**src/rtl/hash_stream_pkg.sv**
```systemverilog
// Shared types and constants for the hash-table stream master.
// Response flag positions match the hash-table stream slave's 64-bit response word.
package hash_stream_pkg;

   localparam int unsigned RESP_WIDTH = 64;
   localparam int unsigned OP_WIDTH   = 2;
   localparam int unsigned STAT_WIDTH = 3;

   localparam int unsigned FLAG_NO_DEL_TARGET = 60;
   localparam int unsigned FLAG_NO_SPACE      = 61;
   localparam int unsigned FLAG_NOT_FOUND     = 62;
   localparam int unsigned FLAG_KEY_PRESENT   = 63;

   typedef enum logic [OP_WIDTH-1:0] {
      OpNop    = 2'b00,
      OpRead   = 2'b01,
      OpWrite  = 2'b10,
      OpDelete = 2'b11
   } op_e;

   typedef enum logic [STAT_WIDTH-1:0] {
      StatusOk          = 3'd0,
      StatusNotFound    = 3'd1,
      StatusNoSpace     = 3'd2,
      StatusNoDelTarget = 3'd3,
      StatusKeyPresent  = 3'd4,
      StatusMultiFlag   = 3'd7
   } status_e;

   // flags = {key_present, not_found, no_space, no_del_target}
   function automatic status_e decode_status(input logic [3:0] flags);
      status_e st;
      unique case (flags)
         4'b0000: st = StatusOk;
         4'b0100: st = StatusNotFound;
         4'b0010: st = StatusNoSpace;
         4'b0001: st = StatusNoDelTarget;
         4'b1000: st = StatusKeyPresent;
         default: st = StatusMultiFlag;
      endcase
      return st;
   endfunction

endpackage

```
**src/rtl/hash_op_fifo.sv**
```systemverilog
// In-order FIFO of opcodes for requests that are awaiting a response.
// Pushes while full and pops while empty are ignored.
module hash_op_fifo
   import hash_stream_pkg::*;
#(
   parameter int unsigned DEPTH = 4,
   parameter int unsigned WIDTH = OP_WIDTH
) (
   input  logic                       clk,
   input  logic                       reset,
   input  logic                       push,
   input  logic [WIDTH-1:0]           wdata,
   input  logic                       pop,
   output logic [WIDTH-1:0]           rdata,
   output logic                       full,
   output logic                       empty,
   output logic [$clog2(DEPTH):0]     count
);

   localparam int unsigned AW = $clog2(DEPTH);
   localparam int unsigned CW = AW + 1;

   logic [WIDTH-1:0] mem_q [DEPTH];
   logic [WIDTH-1:0] mem_d [DEPTH];
   logic [AW-1:0]    wptr_q, wptr_d;
   logic [AW-1:0]    rptr_q, rptr_d;
   logic [CW-1:0]    count_q, count_d;
   logic             do_push, do_pop;

   assign full    = (count_q == CW'(DEPTH));
   assign empty   = (count_q == '0);
   assign do_push = push & ~full;
   assign do_pop  = pop & ~empty;
   assign rdata   = mem_q[rptr_q];
   assign count   = count_q;

   always_comb begin
      mem_d = mem_q;
      if (do_push) begin
         mem_d[wptr_q] = wdata;
      end
      // DEPTH is a power of two, so the pointers wrap naturally
      wptr_d  = wptr_q + AW'(do_push);
      rptr_d  = rptr_q + AW'(do_pop);
      count_d = count_q + CW'(do_push) - CW'(do_pop);
   end

   always_ff @(posedge clk or negedge reset) begin
      if (!reset) begin
         mem_q   <= '{default: '0};
         wptr_q  <= '0;
         rptr_q  <= '0;
         count_q <= '0;
      end else begin
         mem_q   <= mem_d;
         wptr_q  <= wptr_d;
         rptr_q  <= rptr_d;
         count_q <= count_d;
      end
   end

endmodule

```
**src/rtl/hash_stream_master.sv**
```systemverilog
// AXI-stream initiator for the hash-table stream slave: issues single-beat requests
// and pairs each response with the opcode of its request.
module hash_stream_master
   import hash_stream_pkg::*;
#(
   parameter int unsigned KEY_WIDTH       = 5,
   parameter int unsigned DATA_WIDTH      = 25,
   parameter int unsigned KEEP_WIDTH      = KEY_WIDTH + DATA_WIDTH,
   parameter int unsigned MAX_OUTSTANDING = 4
) (
   input  logic                                 clk,
   input  logic                                 reset,
   input  logic                                 cmd_valid,
   output logic                                 cmd_ready,
   input  logic [1:0]                           cmd_op,
   input  logic [KEY_WIDTH-1:0]                 cmd_key,
   input  logic [DATA_WIDTH-1:0]                cmd_data,
   output logic                                 req_valid,
   input  logic                                 req_ready,
   output logic                                 req_last,
   output logic [KEEP_WIDTH-1:0]                req_keep,
   output logic [2+KEY_WIDTH+DATA_WIDTH-1:0]    req_data,
   input  logic                                 rsp_in_valid,
   output logic                                 rsp_in_ready,
   input  logic                                 rsp_in_last,
   input  logic [RESP_WIDTH-1:0]                rsp_in_data,
   output logic                                 rsp_valid,
   input  logic                                 rsp_ready,
   output logic [1:0]                           rsp_op,
   output logic [2:0]                           rsp_status,
   output logic [DATA_WIDTH-1:0]                rsp_data,
   output logic [$clog2(MAX_OUTSTANDING):0]     outstanding,
   output logic                                 proto_err
);

   localparam int unsigned REQ_W = 2 + KEY_WIDTH + DATA_WIDTH;
   localparam int unsigned CNT_W = $clog2(MAX_OUTSTANDING) + 1;

   logic                  req_valid_q, req_valid_d;
   logic [REQ_W-1:0]      req_data_q, req_data_d;
   logic                  rsp_valid_q, rsp_valid_d;
   logic [1:0]            rsp_op_q, rsp_op_d;
   logic [2:0]            rsp_status_q, rsp_status_d;
   logic [DATA_WIDTH-1:0] rsp_data_q, rsp_data_d;
   logic                  proto_err_q, proto_err_d;

   logic [CNT_W-1:0]      fifo_count;
   logic [1:0]            fifo_rdata;
   logic                  fifo_full, fifo_empty, fifo_pop;
   logic                  room, cmd_fire, req_fire, rsp_in_fire, rsp_fire;
   logic [3:0]            flags;
   status_e               status;
   logic                  unused_rsp;

   // The beat still waiting in the output register needs a FIFO slot too
   assign room = ({1'b0, fifo_count} + {{CNT_W{1'b0}}, req_valid_q})
                 < {1'b0, CNT_W'(MAX_OUTSTANDING)};

   assign cmd_ready    = reset & (~req_valid_q | req_ready) & room;
   assign rsp_in_ready = reset & (~rsp_valid_q | rsp_ready);

   assign cmd_fire    = cmd_valid & cmd_ready;
   assign req_fire    = req_valid_q & req_ready;
   assign rsp_in_fire = rsp_in_valid & rsp_in_ready;
   assign rsp_fire    = rsp_valid_q & rsp_ready;
   assign fifo_pop    = rsp_in_fire & ~fifo_empty;

   assign flags  = {rsp_in_data[FLAG_KEY_PRESENT], rsp_in_data[FLAG_NOT_FOUND],
                    rsp_in_data[FLAG_NO_SPACE], rsp_in_data[FLAG_NO_DEL_TARGET]};
   assign status = decode_status(flags);

   // tlast carries no information on single-beat packets
   assign unused_rsp = rsp_in_last ^ (^rsp_in_data) ^ fifo_full;

   hash_op_fifo #(
      .DEPTH (MAX_OUTSTANDING),
      .WIDTH (2)
   ) u_op_fifo (
      .clk   (clk),
      .reset (reset),
      .push  (req_fire),
      .wdata (req_data_q[REQ_W-1 -: 2]),
      .pop   (fifo_pop),
      .rdata (fifo_rdata),
      .full  (fifo_full),
      .empty (fifo_empty),
      .count (fifo_count)
   );

   always_comb begin
      req_valid_d = req_valid_q;
      req_data_d  = req_data_q;
      if (req_fire) begin
         req_valid_d = 1'b0;
      end
      if (cmd_fire && (cmd_op != OpNop)) begin
         req_valid_d = 1'b1;
         req_data_d  = {cmd_op, cmd_key, cmd_data};
      end
   end

   always_comb begin
      rsp_valid_d  = rsp_valid_q;
      rsp_op_d     = rsp_op_q;
      rsp_status_d = rsp_status_q;
      rsp_data_d   = rsp_data_q;
      if (rsp_fire) begin
         rsp_valid_d = 1'b0;
      end
      if (fifo_pop) begin
         rsp_valid_d  = 1'b1;
         rsp_op_d     = fifo_rdata;
         rsp_status_d = status;
         rsp_data_d   = ((fifo_rdata == OpRead) && (status == StatusOk))
                        ? rsp_in_data[DATA_WIDTH-1:0] : '0;
      end
      // An orphan response is swallowed and only flagged
      proto_err_d = proto_err_q | (rsp_in_fire & fifo_empty);
   end

   always_ff @(posedge clk or negedge reset) begin
      if (!reset) begin
         req_valid_q  <= 1'b0;
         req_data_q   <= '0;
         rsp_valid_q  <= 1'b0;
         rsp_op_q     <= '0;
         rsp_status_q <= '0;
         rsp_data_q   <= '0;
         proto_err_q  <= 1'b0;
      end else begin
         req_valid_q  <= req_valid_d;
         req_data_q   <= req_data_d;
         rsp_valid_q  <= rsp_valid_d;
         rsp_op_q     <= rsp_op_d;
         rsp_status_q <= rsp_status_d;
         rsp_data_q   <= rsp_data_d;
         proto_err_q  <= proto_err_d;
      end
   end

   assign req_valid   = req_valid_q;
   assign req_data    = req_data_q;
   assign req_last    = 1'b1;
   assign req_keep    = '1;
   assign rsp_valid   = rsp_valid_q;
   assign rsp_op      = rsp_op_q;
   assign rsp_status  = rsp_status_q;
   assign rsp_data    = rsp_data_q;
   assign outstanding = fifo_count;
   assign proto_err   = proto_err_q;

endmodule

```
**config.mk**
```make
export PLATFORM = sky130hd
export DESIGN_NAME = hash_stream_master
export DESIGN_NICKNAME = d
export VERILOG_FILES = /design/src/rtl/hash_stream_pkg.sv /design/src/rtl/hash_op_fifo.sv /design/src/rtl/hash_stream_master.sv
export SDC_FILE = /design/constraint.sdc
export NUM_CORES = 1
export LEC_CHECK = 0
export CAP_MARGIN = 20
export CORE_MARGIN = 8
export CORE_UTILIZATION = 39
export CTS_BUF_LIST = sky130_fd_sc_hd__clkbuf_2 sky130_fd_sc_hd__clkbuf_4 sky130_fd_sc_hd__clkbuf_8
export DETAILED_ROUTE_END_ITERATION = 7
export GPL_TIMING_DRIVEN = 0
export PLACE_DENSITY = 0.85
export SKIP_LAST_GASP = 1
export SYNTH_ARGS = -nofsm -noshare
export SYNTH_HDL_FRONTEND = slang
export SYNTH_SLANG_ARGS = --single-unit
export TNS_END_PERCENT = 50
```
**constraint.sdc**
```tcl
create_clock -name clk -period 3.1 [get_ports clk]
set_input_delay 0.62 -clock clk [delete_from_list [all_inputs] [get_ports clk]]
set_output_delay 0.62 -clock clk [all_outputs]
set_load 0.01 [all_outputs]
```
==> out/qor.yml, run 1 <==
outcome: "finished clean"
synth.distinct_cells: 38
die_y_um: 110
crit_buf_inv: 3
clk-insertion-delay-late_ns: 0.34
gp_congestion: 0.784
clk_pin_slew_ns: 0.08
initial_core_util: 0.399
slew_viol_final: 0
max_freq_mhz: 352
path_class: "in -> out"
grt_max_degree: 45
rrSetupSlack_ns: 0.66
cpMaxStageDelayCell: "clkdlybuf4s50_1"
hold_viol: 0
root_buffer: "clkbuf_8"
grt_antenna_before_repair: 0
drt-total-wl_mm: 9.09
worstSetupEndpoint: "cmd_ready"
grt_usage: 0.154
syn_avg_cell_area_um2: 14.1
avgViaCountPerCell: 4.64
drive_gt1_frac: 0.248
syn_area_um2: 3450
power.density_nw_per_um2: 770
fp.dieArea_um2: 12100
crit_cells: 5
crit_arrival_ns: 2.22
cts_buffer_depth: 2
grt_pass1_vias: 2783
rsz0062_at_grt: "no"
crit_required_ns: 2.48
pwr-share-comb: 0.389
power_frac_seq: 0.403
portBuffers: 136
clkPwrFrac: 0.209
reg2reg_depth: 8
fill_cells: 690
coreArea_um2: 8640
worst_r2r_startpoint: "u_op_fifo.count[1]"
reg2reg_to: "u_op_fifo.count[2]"
layout_common_cells: "135 x clkdlybuf4s50_1, 80 x dfrtp_1, 41 x mux2_2"
power_mw: 4.08
htreeDepth: 3
dpl.hpwl_mm: 7.29
ios: 204
hold_ws_ns: 0.254
area_growth_pct: 53.7
finalSetupViolCount: 0
vdd_drop_max_mv: 0.531
drt_first_pass_iters: 4
finish.utilization: 0.614
slew_headroom: 0.551
drt-initial-drc-count: 77
grt_pass1_wl_mm: 14.5
fin_crit_sh: 0.917
postRouteAntennaNets: 0
p_leak_nw: 2.37
p_int_mw: 2.88
sw_frac_of_total: 0.294
finalSetupTns_ns: 0
endpoint_kind: "output port"
synthFlopType: "dfrtp_1"
slowest_delay_ns: 0.56
fin_crit_ns: 2.84
seqCellArea_um2: 2000
final_nets: 529
num_rows: 34
layout_commonest_cell: "clkdlybuf4s50_1"
drv_cap: 0
critPathMaxFanout: 44
cts_resized: 0
startpoint_type: "primary input"
syn_inst: 244
worstMarginPinSlew_ns: 0.668
ys.warnings.count: 0
vias: 2482
p_sw_mw: 1.20
ys_ff_latch: 80
startpoint: "reset"
postCtsSetupBuffers: 0
hold_buffers: 0
tritoncts_num_sinks: 80
cts_made_buffers: 9
path_cells: "buf_4, buf_12, o21ai_0, nor2_1, clkdlybuf4s50_1"
hp-class: "in -> async"
fin_skew_ns: 0.0118
fp.dieW_um: 110
cts_tree: "built"
route.detailed.drc: 0
ys_seq_area_frac: 0.581
crit_family: "buffers and inverters"
synth_edf_count: 0
async_reset_ff_frac: 1.00
diodes: 0
multi_input_area_um2: 1220
wl_per_cell_um: 17.0
grt_overflow_total: 0
## final cells by class
type,count,share of cell area
Timing Repair Buffer,137,0.260
Clock buffer,13,0.0302
Tap cell,108,0.0255
Sequential cell,80,0.378
Buffer,41,0.0616
Inverter,3,0.00212
Clock inverter,3,0.0123
Multi-Input combinational cell,150,0.230
## metrics by stage
step | setup WS (ns) | instance area (um^2) | std cells
final | 0.258 | 5300 | 535
after global routing | 0.0585 | 5300 | 535
after CTS | 0.201 | 5300 | 535
after detailed placement | -0.00211 | 5070 | 519
after global placement | -2.96 | 5060 | 518
after floorplan | 0.839 | 3560 | 274
## worst register-to-register path: stages, from the launching register on
cell and delay [ns]:
dfrtp_1 0.45, or3_2 0.54, nand4_1 0.25, buf_6 0.20, or2_2 0.14, nand2_1 0.05
ha_1 0.19, fa_1 0.38, xnor2_1 0.13
## per-layer routing
metal	vias to the layer above	wire length, um	global-route usage	share of wire
li1	1161	-	-	-
met1	1192	3490	0.175	0.38
met2	120	4250	0.249	0.47
met3	9	1240	0.0709	0.14
met4	0	98	0.0550	0.011
met5	-	0	0	0
## flip-flops by register name, summed over array words and instances, names as in the netlist
| name | flops |
|---|---|
| req_valid | 1 |
| rsp_data | 25 |
| rsp_valid | 1 |
| rsp_op | 2 |
| rsp_status | 3 |
| proto_err | 1 |
| req_data | 32 |
| u_op_fifo.mem_q | 8 |
| u_op_fifo.count | 3 |
| u_op_fifo.rptr_q | 2 |
| u_op_fifo.wptr_q | 2 |
## cell families (layout without fill, tap and decap cells)
logic type                 Yosys count  after routing  synth area share
and+or+nand+nor                     26             26            0.0472
DFF                                 80             80             0.581
buffers and inverters               44            197            0.0980
other                                1             31           0.00109
AOI/OAI and AO/OA                   40             40            0.0976
adders and majority gates            5              5            0.0196
muxes                               43             43             0.143
xor gates and xnor gates             5              5            0.0127
## synthesized netlist by cell type (2+ instances only)
master,number,area (um^2)
o21bai_1,2,15.0
nor2_1,4,15.0
a22o_1,25,219
and3b_1,2,17.5
a211oi_1,4,30.0
dfrtp_1,80,2000
nand3_1,3,15.0
nand2_1,7,26.3
xor2_1,2,17.5
mux2_2,41,462
buf_6,5,56.3
o21ai_0,5,25.0
inv_1,3,11.3
buf_2,3,15.0
xnor2_1,3,26.3
ha_1,3,37.5
buf_4,31,233
## worst min-delay path by stage
| stage | from | end | slack (ns) | cells after the start |
|---|---|---|---|---|
| after floorplan | reset | proto_err | 0.32 | 0 |
| after global placement | rsp_op[0] | rsp_op[0] | 0.46 | 1 |
| after detailed placement | rsp_op[0] | rsp_op[0] | 0.47 | 1 |
| after CTS | reset | rsp_data[18] | 0.26 | 1 |
| after global routing | reset | rsp_data[18] | 0.28 | 1 |
| final | reset | rsp_data[18] | 0.25 | 1 |
## power groups by stage
| stage | Sequential [mW] | Clock, mW | Combinational [mW] |
|---|---|---|---|
| 2_1_floorplan | 1.76 | 0 | 0.607 |
| 3_3_place_gp | 1.64 | 0 | 1.56 |
| 3_5_place_dp | 1.67 | 0 | 1.60 |
| 4_1_cts | 1.65 | 0.881 | 1.61 |
| 5_1_grt | 1.71 | 0.926 | 1.72 |
| 6_report | 1.64 | 0.851 | 1.59 |
(Power assumes the default switching activity.)
==> inputs of run 2 (changes only) <==
Clock period 3.1 ns to 3 ns, I/O delays scaled along.
==> run 2 against run 1 <==
  * Worst hold slack worse by 0.094 ns
  * Combinational power grew 3%
  * Utilization barely moved
  * Register-to-register slack lost 0.10 ns
  * Critical endpoint unchanged
==> out/qor.yml, run 2 (synthesis gave the netlist of run 1 again) <==
outcome: "finished clean"
crit_required_ns: 2.40  # -0.08 ns
fin_ws_ns: 0.328  # +0.0702 ns
cts_buffer_depth: 2  # unchanged
die_y_um: 110  # unchanged
post-place-ws_ns: -0.0821  # -0.0800 ns
worstMarginPinSlew_ns: 0.668  # unchanged
drt-total-wl_mm: 9.09  # about the same
dpl.cell_count: 519  # unchanged
fin_crit_ns: 2.67
area_growth_pct: 53.8  # about the same
hp-class: "in -> async"
max_freq_mhz: 374
grt_usage: 0.154  # unchanged
finalSetupViolCount: 0  # unchanged
clkPwrFrac: 0.209  # about the same
hold_buffers: 0  # unchanged
crit_arrival_ns: 2.07  # -0.15 ns
endpoint_kind: "output port"
cpMaxStageDelayCell: "clkdlybuf4s50_1"
ios: 204  # unchanged
num_rows: 34  # unchanged
cts_tree: "built"
final-instance-count-excl-fill: 535  # unchanged
vdd_drop_max_mv: 0.548  # +3.3%
p_leak_nw: 2.37  # about the same
drt-initial-drc-count: 77  # unchanged
grt_pass1_vias: 2783  # unchanged
avgViaCountPerCell: 4.64  # about the same
initial_core_util: 0.399  # unchanged
grt_pass1_wl_mm: 14.5  # unchanged
vias: 2480  # -0.081%
rsz0062_at_grt: "no"
slowest_delay_ns: 0.56  # about the same
drt_first_pass_iters: 4  # unchanged
slew_headroom: 0.551  # unchanged
power_frac_seq: 0.403  # about the same
clk-insertion-delay-late_ns: 0.34  # about the same
p_sw_mw: 1.24  # +3.3%
layout_commonest_cell: "clkdlybuf4s50_1"
gp_congestion: 0.784  # unchanged
route.detailed.drc: 0  # unchanged
dpl.hpwl_mm: 7.29  # unchanged
diodes: 0  # unchanged
grt_overflow_total: 0  # unchanged
sw_frac_of_total: 0.294  # about the same
fin_skew_ns: 0.0118  # unchanged
portBuffers: 136  # unchanged
layout_common_cells: "135 x clkdlybuf4s50_1, 80 x dfrtp_1, 41 x mux2_2"
cts_made_buffers: 9  # unchanged
power_mw: 4.22  # +3.3%
fin_crit_sh: 0.891
path_class: "in -> out"
fp.dieArea_um2: 12100  # unchanged
coreArea_um2: 8640  # unchanged
htreeDepth: 3  # unchanged
root_buffer: "clkbuf_8"
startpoint_type: "primary input"
power.density_nw_per_um2: 795  # +3.3%
drv_cap: 0  # unchanged
postRouteAntennaNets: 0  # unchanged
hold_viol: 0  # unchanged
path_cells: "buf_6, buf_12, o21ai_0, nor2_1, clkdlybuf4s50_1"
tritoncts_num_sinks: 80  # unchanged
grt_antenna_before_repair: 0  # unchanged
final_nets: 529  # unchanged
grt_max_degree: 45  # unchanged
critPathMaxFanout: 44  # unchanged
p_int_mw: 2.98  # +3.4%
fill_cells: 690  # unchanged
drive_gt1_frac: 0.248  # unchanged
wl_per_cell_um: 17.0  # about the same
clk_pin_slew_ns: 0.08  # about the same
slew_viol_final: 0  # unchanged
postCtsSetupBuffers: 0  # unchanged
cts_resized: 0  # unchanged
fp.dieW_um: 110  # unchanged
pwr-share-comb: 0.389  # about the same
largest_reg_flops: 32  # unchanged
run 2: routing by layer:
layer,global-route usage,share of wire,vias to the layer above,wire length (um)
met1,0.175,0.38,1190,3500
met4,0.0550,0.011,0,98
met5,0,0,-,0
met2,0.249,0.47,120,4250
met3,0.0709,0.14,9,1240
li1,-,-,1161,-
run 2: per-stage QoR:
step	hold WS [ns]	TNS (ns)	cell area, um^2	util
finish	0.160	0	5300	0.614
detailed placement	0.466	-1.89	5070	0.588
CTS	0.237	0	5300	0.614
global route	0.168	0	5300	0.614
floorplan	0.304	0	3560	-
global placement	0.460	-312.84	5060	0.586
run 2: cell type report:
class | count | area [um^2] | share of cell area
clock inverters | 3 | 65.1 | 0.0123
well taps | 108 | 135 | 0.0255
plain buffers | 41 | 327 | 0.0616
flip-flops and latches | 80 | 2000 | 0.377
inverters | 3 | 11.3 | 0.00212
repair buffers | 137 | 1380 | 0.261
clock buffers | 13 | 160 | 0.0302
multi-input cells | 150 | 1220 | 0.230
run 2: final timing paths:
path,from,to,slack [ns],cells after the start
max,reset,cmd_ready,0.33,5
min,reset,rsp_data[18],0.16,1
max reg2reg,u_op_fifo.count[1],u_op_fifo.count[2],0.56,8
min reg2reg,rsp_op[0],rsp_op[0],0.48,1
max in group asynchronous,reset,req_data[30],2.28,2
min in group clk,rsp_op[0],rsp_op[0],0.48,1
run 2: worst max-delay path: cells and delay by family:
kind            cells  cell delay, ns
compound gates      1            0.16
buf+inv             3            1.15
simple gates        1            0.13
run 2: power groups by stage:
stage / combinational, mW / clock, mW / sequential, mW
4_1_cts: 1.67 / 0.910 / 1.71
6_report: 1.64 / 0.880 / 1.70
3_3_place_gp: 1.62 / 0 / 1.69
2_1_floorplan: 0.627 / 0 / 1.82
5_1_grt: 1.78 / 0.957 / 1.77
3_5_place_dp: 1.66 / 0 / 1.73
==> inputs of run 3 (changes only) <==
Settings changed: CORE_UTILIZATION 39 to 45, DONT_BUFFER_PORTS set to 1, PLACE_DENSITY 0.85 to 0.62.
==> run 3 against run 2 <==
  * Register-to-register slack worse by 0.02 ns
  * Final area shrank 26%
  * Critical path depth increased by 3
  * Global-route usage decreased by 1.5 points
  * Via count fell by 22%
  * Worst hold slack lost 0.014 ns
  * Critical endpoint is now u_op_fifo.count[2]
  * Highest routed layer unchanged
==> out/qor.yml, run 3 (synthesis gave the netlist of run 1 again) <==
outcome: "finished clean"
vias: 1944  # -22%
rsz0062_at_grt: "no"
cts_made_buffers: 9  # unchanged
worstSetupEndpoint: "u_op_fifo.count[2]"
area_growth_pct: 14.3
drive_gt1_frac: 0.359  # +0.110
drv_cap: 0  # unchanged
startpoint_type: "register"
drt-initial-drc-count: 57  # -26%
tritoncts_num_sinks: 80  # unchanged
layout_commonest_cell: "dfrtp_1"
sw_frac_of_total: 0.317  # +0.0233
cts_tree: "built"
gp_congestion: 0.664  # -15%
path_class: "reg -> reg"
path_cells: "or3_2, nand4_1, buf_6, or2_2, nand2_1, ha_1, fa_1, xnor2_1"
grt_antenna_before_repair: 0  # unchanged
worst_r2r_startpoint: "u_op_fifo.count[1]"
layout_common_cells: "80 x dfrtp_1, 41 x mux2_2, 31 x buf_4, 31 x conb_1, 25 x a22o_1"
use_met1: 0.162  # -0.0125
vdd_drop_max_mv: 0.519  # -5.4%
top_usage_layer: "met2"
grt_usage: 0.138  # -0.0151
power_frac_seq: 0.545  # +0.142
reg2reg_to: "u_op_fifo.count[2]"
clkPwrFrac: 0.248  # +0.039
pwr-share-comb: 0.207  # -0.182
finalSetupViolCount: 0  # unchanged
cts_buffer_depth: 2  # unchanged
grt_use_met3: 0.0867  # +0.0158
power.density_nw_per_um2: 893  # +12%
fp.dieArea_um2: 10700  # -11%
root_buffer: "clkbuf_8"
p_leak_nw: 1.85  # -22%
largest_reg_flops: 32  # unchanged
grt_max_degree: 81  # +80%
fin_crit_sh: 0.820  # -0.0710
grt_use_met2: 0.200  # -0.0484
fin_skew_ns: 0.00799  # -0.00380 ns
startpoint: "u_op_fifo.count[1]"
max_freq_mhz: 407  # +8.7%
drt_first_pass_iters: 4  # unchanged
wl_per_cell_um: 18.8  # +11%
p_sw_mw: 1.12  # -10%
clk_pin_slew_ns: 0.08  # about the same
hold_ws_ns: 0.145  # -0.0142 ns
crit_required_ns: 3.22  # +0.82 ns
portBuffers: 0  # -100%
die_y_um: 104  # -5.9%
worstMarginPinSlew_ns: 0.665  # -0.00304 ns
dpl.hpwl_mm: 5.47  # -25%
finalSetupTns_ns: 0  # unchanged
ios: 204  # unchanged
fin_crit_ns: 2.46  # -0.213 ns
critPathMaxFanout: 10  # -77%
slowest_delay_ns: 0.54  # -0.02 ns
grt_pass1_vias: 2137  # -23%
slew_viol_final: 0  # unchanged
hp-class: "in -> async"
htreeDepth: 3  # unchanged
finish.utilization: 0.521  # -0.0935
final_nets: 393  # -26%
cpMaxStageDelayCell: "or3_2"
fp.dieW_um: 104  # -5.9%
power_mw: 3.52  # -17%
endpoint_kind: "register"
p_int_mw: 2.40  # -19%
diodes: 0  # unchanged
grt_pass1_wl_mm: 12.0  # -17%
clk-insertion-delay-late_ns: 0.33  # about the same
reg2reg_depth: 8  # unchanged
num_rows: 32  # -5.9%
avgViaCountPerCell: 4.96  # +7.0%
drt-total-wl_mm: 7.38  # -19%
hold_viol: 0  # unchanged
slew_headroom: 0.553  # +0.00205
crit_arrival_ns: 2.68  # +0.61 ns
coreArea_um2: 7570  # -12%
rrSetupSlack_ns: 0.54  # -0.02 ns
initial_core_util: 0.456  # +0.0564
grt_overflow_total: 0  # unchanged
route.detailed.drc: 0  # unchanged
postCtsSetupBuffers: 0  # unchanged
postRouteAntennaNets: 0  # unchanged
run 3: changes by cell type in the layout (fill, tap and decap cells not counted), sizes merged:
cell           before  now
clkdlybuf4s50     135    0
buf                41   40
clkbuf             14   13
run 3: final cells by class:
| cell class | count | area (um^2) |
|---|---|---|
| tap | 102 | 128 |
| inverter | 3 | 11.3 |
| buffer | 41 | 327 |
| clock inverter | 3 | 65.1 |
| timing repair buffer | 1 | 27.5 |
| fill | 675 | 3630 |
| sequential | 80 | 2000 |
| multi-input combinational | 150 | 1220 |
| clock buffer | 12 | 159 |
run 3: worst min path at each step:
stage	from	endpoint	slack (ns)	cells after the start
global placement	reset	rsp_status[1]	0.31	0
detailed placement	reset	rsp_status[0]	0.31	0
global route	reset	rsp_op[0]	0.15	1
finish	reset	rsp_op[0]	0.15	1
CTS	reset	req_data[6]	0.16	1
floorplan	reset	proto_err	0.30	0
run 3: critical path, delay by kind of cell, from the launching register on:
family / cells / cell delay, ns
XOR/XNOR: 1 / 0.14
AND/OR/NAND/NOR: 4 / 0.96
flip-flops: 1 / 0.48
adder cells (fa/ha/maj): 2 / 0.57
buffers and inverters: 1 / 0.19
run 3: stage by stage:
| stage | cells | setup slack (ns) | area (um^2) |
|---|---|---|---|
| after floorplan | 274 | 0.739 | 3560 |
| after global placement | 376 | 0.574 | 3690 |
| after detailed placement | 376 | 0.551 | 3690 |
| after CTS | 392 | 0.533 | 3940 |
| after global routing | 392 | 0.351 | 3940 |
| final | 392 | 0.541 | 3940 |
run 3: per-layer routing:
metal	wire length [um]	vias up
met4	68	0
li1	-	881
met1	2960	942
met5	0	-
met2	3250	116
met3	1100	5
run 3: timing repair:
item	in CTS	in global routing
hold endpoints to repair	80	0
setup endpoints to repair	0	0
hold buffers	1	0
gates resized for setup	0	0
run 3: power groups by stage:
stage / logic [mW] / registers [mW] / clock network (mW)
floorplan: 0.627 / 1.82 / 0
global placement: 0.678 / 1.95 / 0
detailed placement: 0.713 / 1.95 / 0
CTS: 0.739 / 1.93 / 0.907
global route: 0.818 / 1.98 / 0.951
finish: 0.730 / 1.92 / 0.872
